[src/rtl/cpu_pkg.sv]
// Shared definitions for the 64-bit pipelined ARM CPU datapath.
package cpu_pkg;

    localparam int DATA_W   = 64;
    localparam int ADDR_W   = 5;
    localparam int ZERO_REG = 31;

    typedef logic [ADDR_W-1:0] reg_idx_t;

endpackage

[src/rtl/pipe_reg.sv]
// Generic pipeline register: async active-low reset, load enable, synchronous clear.
module pipe_reg #(
    parameter int W = 1
) (
    input  logic         clk,
    input  logic         reset_n,
    input  logic         en,
    input  logic         clr,
    input  logic [W-1:0] d,
    output logic [W-1:0] q
);

    // clr wins over en so a flush kills the slot even while the stage is held
    always_ff @(posedge clk or negedge reset_n) begin
        if (!reset_n) begin
            q <= '0;
        end else if (clr) begin
            q <= '0;
        end else if (en) begin
            q <= d;
        end
    end

endmodule

[src/rtl/wb_stage.sv]
// MEM/WB pipeline register, writeback select with XZR suppression,
// forwarding tap and retired-instruction counter.
module wb_stage #(
    parameter int DATA_W   = cpu_pkg::DATA_W,
    parameter int ADDR_W   = cpu_pkg::ADDR_W,
    parameter int ZERO_REG = cpu_pkg::ZERO_REG,
    parameter int CNT_W    = 32
) (
    input  logic              clk,
    input  logic              reset_n,
    input  logic              in_valid,
    input  logic              in_reg_write,
    input  logic              in_mem_to_reg,
    input  logic [ADDR_W-1:0] in_rd,
    input  logic [DATA_W-1:0] in_alu_result,
    input  logic [DATA_W-1:0] in_mem_data,
    input  logic              stall,
    input  logic              flush,
    output logic              wr_en,
    output logic [ADDR_W-1:0] wr_sel,
    output logic [DATA_W-1:0] wr_data,
    output logic              fwd_valid,
    output logic [ADDR_W-1:0] fwd_rd,
    output logic [DATA_W-1:0] fwd_data,
    output logic [CNT_W-1:0]  retire_count
);

    logic [DATA_W-1:0] wb_data_p0;
    logic              v_p1;
    logic              rw_p1;
    logic [ADDR_W-1:0] rd_p1;
    logic [DATA_W-1:0] data_p1;
    logic [CNT_W-1:0]  retire_cnt;

    // ---- p0: writeback mux ahead of the register so only DATA_W bits are stored
    assign wb_data_p0 = in_mem_to_reg ? in_mem_data : in_alu_result;

    pipe_reg #(.W(2 + ADDR_W)) u_ctrl_reg (
        .clk     (clk),
        .reset_n (reset_n),
        .en      (~stall),
        .clr     (flush),
        .d       ({in_valid, in_reg_write, in_rd}),
        .q       ({v_p1, rw_p1, rd_p1})
    );

    pipe_reg #(.W(DATA_W)) u_data_reg (
        .clk     (clk),
        .reset_n (reset_n),
        .en      (~stall),
        .clr     (flush),
        .d       (wb_data_p0),
        .q       (data_p1)
    );

    // ---- p1: register-file write port, driven only from registered state
    assign wr_en   = v_p1 & rw_p1 & (rd_p1 != ADDR_W'(ZERO_REG));
    assign wr_sel  = wr_en ? rd_p1   : '0;
    assign wr_data = wr_en ? data_p1 : '0;

    assign fwd_valid = wr_en;
    assign fwd_rd    = wr_sel;
    assign fwd_data  = wr_data;

    always_ff @(posedge clk or negedge reset_n) begin
        if (!reset_n) begin
            retire_cnt <= '0;
        end else if (v_p1 && !stall) begin
            retire_cnt <= retire_cnt + CNT_W'(1);
        end
    end

    assign retire_count = retire_cnt;

endmodule

[config.mk]
export PLATFORM = sky130hd
export DESIGN_NAME = wb_stage
export DESIGN_NICKNAME = d
export VERILOG_FILES = /design/src/rtl/cpu_pkg.sv /design/src/rtl/pipe_reg.sv /design/src/rtl/wb_stage.sv
export SDC_FILE = /design/constraint.sdc
export NUM_CORES = 1
export LEC_CHECK = 0
export CAP_MARGIN = 20
export CORE_ASPECT_RATIO = 1.5
export CORE_MARGIN = 2
export CORE_UTILIZATION = 29
export DETAILED_ROUTE_END_ITERATION = 8
export GPL_TIMING_DRIVEN = 0
export PLACE_DENSITY = 0.66
export SLEW_MARGIN = 10
export SYNTH_ARGS = -nofsm -noshare
export SYNTH_HDL_FRONTEND = slang
export SYNTH_HIERARCHICAL = 1
export SYNTH_SLANG_ARGS = --single-unit
[constraint.sdc]
create_clock -name clk -period 2.75 [get_ports clk]
set_input_delay 0.55 -clock clk [delete_from_list [all_inputs] [get_ports clk]]
set_output_delay 0.55 -clock clk [all_outputs]
set_load 0.005 [all_outputs]
==> key figures, run 1 <==
Finish
  – Filler cell count in the final layout: 1989
  – Number of nets at the end of the flow: 1046
  – Count of inserted antenna diode cells: 0
  – Final cell area excluding filler cells: 10200 um^2
  – Share of final-layout standard cells stronger than drive strength 1: 27.1%
  – Area added between synthesis and finish: 65.9%
  – Final cell utilization of the core: 48.7%

Timing
  – Transition time at the pin with the least slew margin: 615 ps
  – Total negative slack for setup checks: 0 ps
  – Worst-case headroom to the max-slew limit: 59.0%
  – Final worst clock skew: 7.56 ps
  – Number of setup violations in the final report: 0
  – RSZ-0062 raised after global routing: true
  – Hold violation count in the final report: 0
  – Peak Freq: 366 MHz
  – Max-slew violation total from the final report: 0
  – Final critical path time including I/O delays and setup: 2740 ps
  – Period Utilization, post-route: 99.5%
  – Worst Hold Margin: 132 ps

Yosys
  – Post-synthesis area per instance: 10.7 um^2
  – Instance count of the mapped netlist: 576
  – Largest family of logic cells by synthesized area: multiplexers
  – Dominant cell type by area after synthesis: sky130_fd_sc_hd__dfrtp_1
  – Net count after synthesis: 717
  – Adder and majority cell fraction of the synthesized area: 0.204%
  – Netlist cell types: 30
  – Post-synth EDFFs: 0
  – Number of register bits inferred by synthesis: 103
  – Complex-gate fraction of the synthesized area: 0.102%
  – Most common flop cell mapped by yosys: sky130_fd_sc_hd__dfrtp_1
  – Largest cells by area after synthesis: sky130_fd_sc_hd__dfrtp_1, sky130_fd_sc_hd__mux2_2, sky130_fd_sc_hd__mux2i_1
  – Most common cell in the synthesized netlist: sky130_fd_sc_hd__dfrtp_1
  – Area share of the largest cell type after synthesis: 42.0%
  – Synth async-reset ratio: 100%
  – XOR/XNOR Fraction of Synth Area: 4.42%
  – Post-Synthesis Cell Area: 6140 um^2
  – Ranking of synthesized cells by instance count: sky130_fd_sc_hd__dfrtp_1, sky130_fd_sc_hd__nor2_1, sky130_fd_sc_hd__and2_1, sky130_fd_sc_hd__buf_4, sky130_fd_sc_hd__mux2i_1
  – Area fraction in and, or, nand and nor cells after synthesis: 17.6%
  – Portion of the post-synthesis area used by sequential elements: 42.0%
  – Mux cell area share after synthesis: 23.5%
  – Yosys warning count: 6

Clock tree
  – TritonCTS sink count: 103
  – Latest clock arrival within the worst-skew pair: 350 ps
  – Deepest clock path buffer count: 2
  – Number of buffers inserted during clock tree synthesis: 9
  – Number of levels in the clock H-tree: 3
  – Cell at the root of the clock tree: sky130_fd_sc_hd__clkbuf_16
  – Clk slew on worst S/H paths: 80 ps
  – CTS tree: done

Critical path
  – Worst Setup Path Type: reg2out
  – CP Data Arrival Time: 2190 ps
  – Worst-case reg-to-reg path depth: 6
  – Capturing element type of the critical path: primary output
  – Element type at the critical path start: register
  – Crit Path Max Fanout: 5
  – Required time reported for the critical path endpoint: 2200 ps

Pwr
  – PwrDens: 352 nW/um^2
  – Switching part of the total power: 25.7%
  – Relative contribution of the clock network to total power: 34.5%
  – Leakage power figure: 4.75 nW
  – Pwr Total: 0.00359 W
  – Peak ir drop on the vdd network: 0.430 mV
  – Sw Pwr: 0.000921 W
  – Internal power consumption: 0.00266 W
  – Part of the power in combinational logic: 18.7%
  – Share of power burned in registers: 46.8%

Global routing
  – First-pass GRT wire length: 29.2 mm
  – Initial antenna violation count: 0
  – Overflow left after global routing: 0
  – Pin count of the biggest net entering global routing: 54
  – Via count of the first global-routing pass: 5319
  – Aggregate global-route resource usage: 17.1%

Outcome
  – Status: completed

Routing
  – Number of vias per cell after detailed routing: 4.36
  – Drt first pass iters: 4
  – Count of routing violations after the opening detailed-route iteration: 115
  – Final wirelength: 19.3 mm
  – Post-route DRC: 0
  – Per-cell routed wire length: 16.4 um
  – Antenna-violating nets left: 0
  – Via count: 5126

Placed design
  – Count of buffers from port buffering: 310
  – Routability-driven placement congestion ratio: 0.800
  – Cell area reported after detailed placement: 9610 um^2
  – Detailed Place HPWL: 15.0 mm

Floorplan
  – Core Area: 20900 um^2
  – Die outline height: 182 um
  – Initial cell density of the core: 29.4%
  – Standard-cell rows: 65
  – IO Count: 312
  – Die ar.: 22400 um^2
  – Horizontal extent of the die: 123 um

Flow run
  – Max-capacitance violation count: 0

Min path
  – Worst hold-check path type: in2async
## through the flow
| step | setup slack (ps) | cells |
|---|---|---|
| after detailed placement | -832 | 1155 |
| after floorplan | 748 | 576 |
| after CTS | -9.18 | 1176 |
| after global placement | -3010 | 1154 |
| final | 14.3 | 1177 |
| after global routing | -67.5 | 1177 |
## per-layer routing
metal	track usage, %	share of wire (%)	wire length (um)
met5	0	0	0
met3	3.56	6.6	1280
met1	19.1	39	7440
met2	31.2	53	10100
met4	6.21	2.1	406
## final timing paths
check / start / to / slack, ps
max reg2reg: retire_count[0] / retire_count[18] / 890
max: u_ctrl_reg/q[2] / fwd_rd[0] / 10
min in group clk: retire_count[31] / retire_count[31] / 490
min reg2reg: retire_count[31] / retire_count[31] / 490
max in group asynchronous: reset_n / u_data_reg/q[50] / 1970
min: reset_n / retire_count[5] / 130
## what timing repair did
action,4_1_cts,5_1_grt
pin swaps,3,1
cloned,1,1
buffers inserted,5,0
setup endpoints to repair,140,69
hold buffers,0,0
gates resized for setup,69,37
## flip-flops by register name (all words and copies together), names as in the netlist
signal,cells
u_ctrl_reg/q,7
u_data_reg/q,64
retire_count,32
## cells in the final DEF, fill, tap and decap left out, types with 2 or more instances in the layout
cell type	n
sky130_fd_sc_hd__clkbuf_8	2
sky130_fd_sc_hd__buf_6	6
sky130_fd_sc_hd__nand3_1	9
sky130_fd_sc_hd__and3_1	2
sky130_fd_sc_hd__xor2_1	4
sky130_fd_sc_hd__nand2_1	12
sky130_fd_sc_hd__mux2_2	65
sky130_fd_sc_hd__buf_4	85
sky130_fd_sc_hd__clkdlybuf4s50_1	281
sky130_fd_sc_hd__buf_2	7
sky130_fd_sc_hd__nand4_1	16
sky130_fd_sc_hd__xnor2_1	27
sky130_fd_sc_hd__buf_1	6
sky130_fd_sc_hd__dlygate4sd2_1	6
sky130_fd_sc_hd__mux2i_1	71
sky130_fd_sc_hd__clkinvlp_4	2
sky130_fd_sc_hd__dlymetal6s2s_1	10
sky130_fd_sc_hd__and2_1	30
sky130_fd_sc_hd__clkbuf_16	12
sky130_fd_sc_hd__dfrtp_1	103
sky130_fd_sc_hd__nor3_1	3
sky130_fd_sc_hd__inv_8	2
sky130_fd_sc_hd__nor4_4	2
sky130_fd_sc_hd__nor2_1	77
sky130_fd_sc_hd__buf_8	10
sky130_fd_sc_hd__and2_4	42
sky130_fd_sc_hd__clkbuf_2	2
## critical path, stage by stage, from the launching register on
cell	delay [ps]
sky130_fd_sc_hd__dfrtp_1	390
sky130_fd_sc_hd__and3_4	190
sky130_fd_sc_hd__a31oi_4	150
sky130_fd_sc_hd__buf_6	190
sky130_fd_sc_hd__buf_6	140
sky130_fd_sc_hd__clkbuf_16	140
sky130_fd_sc_hd__and2_4	140
sky130_fd_sc_hd__clkdlybuf4s50_1	490
## power groups by stage
stage | clock network (W) | registers [W] | logic, W
2_1_floorplan | 0 | 0.00169 | 0.000298
3_3_place_gp | 0 | 0.00170 | 0.000651
3_5_place_dp | 0 | 0.00170 | 0.000664
4_1_cts | 0.00129 | 0.00168 | 0.000680
5_1_grt | 0.00135 | 0.00169 | 0.000732
6_report | 0.00124 | 0.00168 | 0.000669
## layout make-up
type | count | area (um^2) | share of cell area, %
plain buffers | 102 | 832 | 8.17
clock buffers | 9 | 225 | 2.21
clock inverters | 6 | 55.1 | 0.541
inverters | 1 | 3.75 | 0.0369
multi-input cells | 370 | 2940 | 28.8
flip-flops and latches | 103 | 2580 | 25.3
well taps | 268 | 335 | 3.29
repair buffers | 318 | 3220 | 31.6
## logic make-up (layout without fill, tap and decap cells)
group,Yosys count,in the layout
muxes,136,136
xor gates and xnor gates,31,31
DFF,103,103
and+or+nand+nor,201,201
adders and majority gates,1,1
AOI/OAI and AO/OA,1,1
buffers and inverters,103,436
Power figures use the tool's default switching activity.
==> inputs of run 2 (changes only) <==
- ABC_CLOCK_PERIOD_IN_PS: not set -> 2750
- CORE_ASPECT_RATIO: 1.5 -> not set
- CORE_UTILIZATION: 29 -> 44
- PLACE_DENSITY: 0.66 -> 0.92
==> run 2 against run 1 <==
  * Routed wire length shrank 0.32%
  * Count of clock-buffer cells in the layout grew 1
  * Design area shrank 1.1%
  * Flip-flop and latch count is the same
  * Global-route usage grew 7.2 points
  * Critical path type unchanged
==> key figures, run 2 (same netlist as run 1, synthesis figures left out) <==
Routing
  – Number of vias per cell after detailed routing: 4.86 (+12%)
  – Per-cell routed wire length: 17.6 um (+7.6%)
  – Final wirelength: 19.2 mm (-0.32%)
  – Antenna-violating nets left: 0 (unchanged)
  – Count of routing violations after the opening detailed-route iteration: 221 (+92%)
  – Drt first pass iters: 4 (unchanged)
  – Post-route DRC: 0 (unchanged)
  – Via count: 5299 (+3.4%)

Floorplan
  – Initial cell density of the core: 44.6% (+15 points)
  – Standard-cell rows: 43 (-34%)
  – Horizontal extent of the die: 122 um (-0.55%)
  – Die ar.: 14900 um^2 (-33%)
  – IO Count: 312 (unchanged)
  – Die outline height: 122 um (-33%)
  – Core Area: 13800 um^2 (-34%)

Timing
  – Final worst clock skew: 4.83 ps (-2.73 ps)
  – Max-slew violation total from the final report: 0 (unchanged)
  – Setup slack of the critical path after layout: 17.2 ps (+2.86 ps)
  – Peak Freq: 366 MHz (+0.10%)
  – Period Utilization, post-route: 99.4% (-0.10 points)
  – Number of setup violations in the final report: 0 (unchanged)
  – Worst-case headroom to the max-slew limit: 51.2% (-7.8 points)
  – Hold violation count in the final report: 0 (unchanged)
  – Transition time at the pin with the least slew margin: 732 ps (+117 ps)
  – RSZ-0062 raised after global routing: true
  – Final critical path time including I/O delays and setup: 2730 ps (-2.86 ps)

Finish
  – Final cell utilization of the core: 73.1% (+24 points)
  – Filler cell count in the final layout: 978 (-51%)
  – Share of final-layout standard cells stronger than drive strength 1: 24.9% (-2.2 points)
  – Area added between synthesis and finish: 64.0%
  – Area taken by flip-flops and latches: 2580 um^2 (unchanged)
  – Reg with most FFs: u_data_reg/q
  – Area of combinational cells with multiple inputs: 2920 um^2 (-0.68%)
  – Max FFs per register: 64 (unchanged)
  – Most frequent cells in the layout: sky130_fd_sc_hd__clkdlybuf4s50_1, sky130_fd_sc_hd__dfrtp_1, sky130_fd_sc_hd__nor2_1, sky130_fd_sc_hd__buf_4, sky130_fd_sc_hd__mux2i_1
  – Number of nets at the end of the flow: 1044 (-0.19%)
  – Leading cell type in the layout, fill and taps excluded: sky130_fd_sc_hd__clkdlybuf4s50_1
  – Count of non-filler cells in the finished layout: 1090 (-7.4%)

Critical path
  – Required time reported for the critical path endpoint: 2200 ps (about the same)
  – Peak per-stage delay on the critical path: 480 ps (about the same)
  – Element type at the critical path start: register
  – Worst Setup Path Type: reg2out
  – Capturing element type of the critical path: primary output
  – Ordered cell list for the critical path: and3_4 > a31oi_4 > buf_6 > clkbuf_8 > and2_1 > buf_4 > clkdlybuf4s50_1
  – Master of the slowest instance on the critical path: sky130_fd_sc_hd__clkdlybuf4s50_1
  – CP Data Arrival Time: 2180 ps (about the same)
  – Crit Path Max Fanout: 10 (+5)

Clock tree
  – Latest clock arrival within the worst-skew pair: 350 ps (about the same)
  – Deepest clock path buffer count: 2 (unchanged)
  – TritonCTS sink count: 103 (unchanged)
  – Cell at the root of the clock tree: sky130_fd_sc_hd__clkbuf_16
  – Number of levels in the clock H-tree: 3 (unchanged)
  – Number of buffers inserted during clock tree synthesis: 9 (unchanged)
  – CTS tree: done
  – Clk slew on worst S/H paths: 70 ps (about the same)

Global routing
  – Initial antenna violation count: 2 (+2)
  – Via count of the first global-routing pass: 5266 (-1.0%)
  – First-pass GRT wire length: 27.6 mm (-5.7%)
  – Aggregate global-route resource usage: 24.3% (+7.2 points)
  – Pin count of the biggest net entering global routing: 55 (+1.9%)
  – Overflow left after global routing: 0 (unchanged)

Placed design
  – Routability-driven placement congestion ratio: 0.844 (+5.5%)
  – Placed Cells incl. Taps: 1067 (-7.6%)
  – Count of buffers from port buffering: 310 (unchanged)
  – Detailed Place HPWL: 14.7 mm (-2.2%)
  – Place WS: -477 ps (+355 ps)

Pwr
  – Leakage power figure: 4.63 nW (-2.5%)
  – Sw Pwr: 0.000900 W (-2.4%)
  – Relative contribution of the clock network to total power: 38.6% (+4.1 points)
  – Switching part of the total power: 23.4% (-2.3 points)
  – Part of the power in combinational logic: 17.7% (-1.0 points)
  – Peak ir drop on the vdd network: 0.374 mV (-13%)
  – PwrDens: 382 nW/um^2 (+8.6%)
  – Internal power consumption: 0.00295 W (+11%)
  – Share of power burned in registers: 43.6% (-3.2 points)

Min path
  – Worst hold-check path type: in2async

Outcome
  – Status: completed

Flow run
  – Max-capacitance violation count: 0 (unchanged)
==> run 2: what timing repair did <==
item                                    in CTS  in global routing
endpoints found under the setup margin     140                 64
buffers inserted                             4                  1
gates resized for setup                     46                 33
hold buffers                                 0                  0
pin swaps                                    1                  0
cloned                                       0                  0
==> run 2: critical path, delay by kind of cell, from the launching register on <==
kind	cells	cell delay, ps
flops	1	390
buf+inv	4	930
compound gates	1	150
simple gates	2	360
==> run 2: layout make-up <==
class / instances / area share, %
Tap cell: 180 / 2.24
Timing Repair Buffer: 316 / 31.5
Antenna cell: 2 / 0.0497
Clock inverter: 6 / 1.07
Multi-Input combinational cell: 370 / 29.0
Buffer: 102 / 8.16
Clock buffer: 10 / 2.37
Inverter: 1 / 0.0373
Sequential cell: 103 / 25.6
==> run 2: stage by stage <==
| stage | hold slack [ps] | TNS [ps] | area [um^2] | power [W] |
|---|---|---|---|---|
| floorplan | 254 | 0 | 6140 | 0.00199 |
| global placement | 475 | -332590 | 9470 | 0.00234 |
| detailed placement | 476 | -48990 | 9500 | 0.00238 |
| CTS | 156 | -25.5 | 9980 | 0.00387 |
| global route | 174 | -457 | 10100 | 0.00399 |
| finish | 139 | 0 | 10100 | 0.00385 |
==> run 2: per-layer routing <==
metal,GRT usage (%),routed length (um),vias to the layer above
met2,43.8,10100,209
met4,9.48,466,0
met1,27.7,7110,2557
met3,5.81,1530,28
li1,-,-,2505
met5,0,0,-
==> run 2: path summary, 6_finish.rpt <==
path                                  start               end  cells past startpoint  slack, ps
min reg2reg                retire_count[31]  retire_count[31]                      1        500
max reg2reg                 retire_count[0]  retire_count[14]                      6        830
min in group clk           retire_count[31]  retire_count[31]                      1        500
max in group asynchronous           reset_n   u_data_reg/q[0]                      2       1990
min                                 reset_n  u_data_reg/q[54]                      1        140
max                         u_ctrl_reg/q[2]       wr_data[18]                      7         20
==> run 2: power by group through the flow <==
stage | registers, W | logic, W | clock network, W
6_report | 0.00168 | 0.000683 | 0.00149
5_1_grt | 0.00169 | 0.000735 | 0.00157
4_1_cts | 0.00168 | 0.000684 | 0.00151
3_5_place_dp | 0.00170 | 0.000672 | 0
3_3_place_gp | 0.00170 | 0.000648 | 0
2_1_floorplan | 0.00169 | 0.000298 | 0
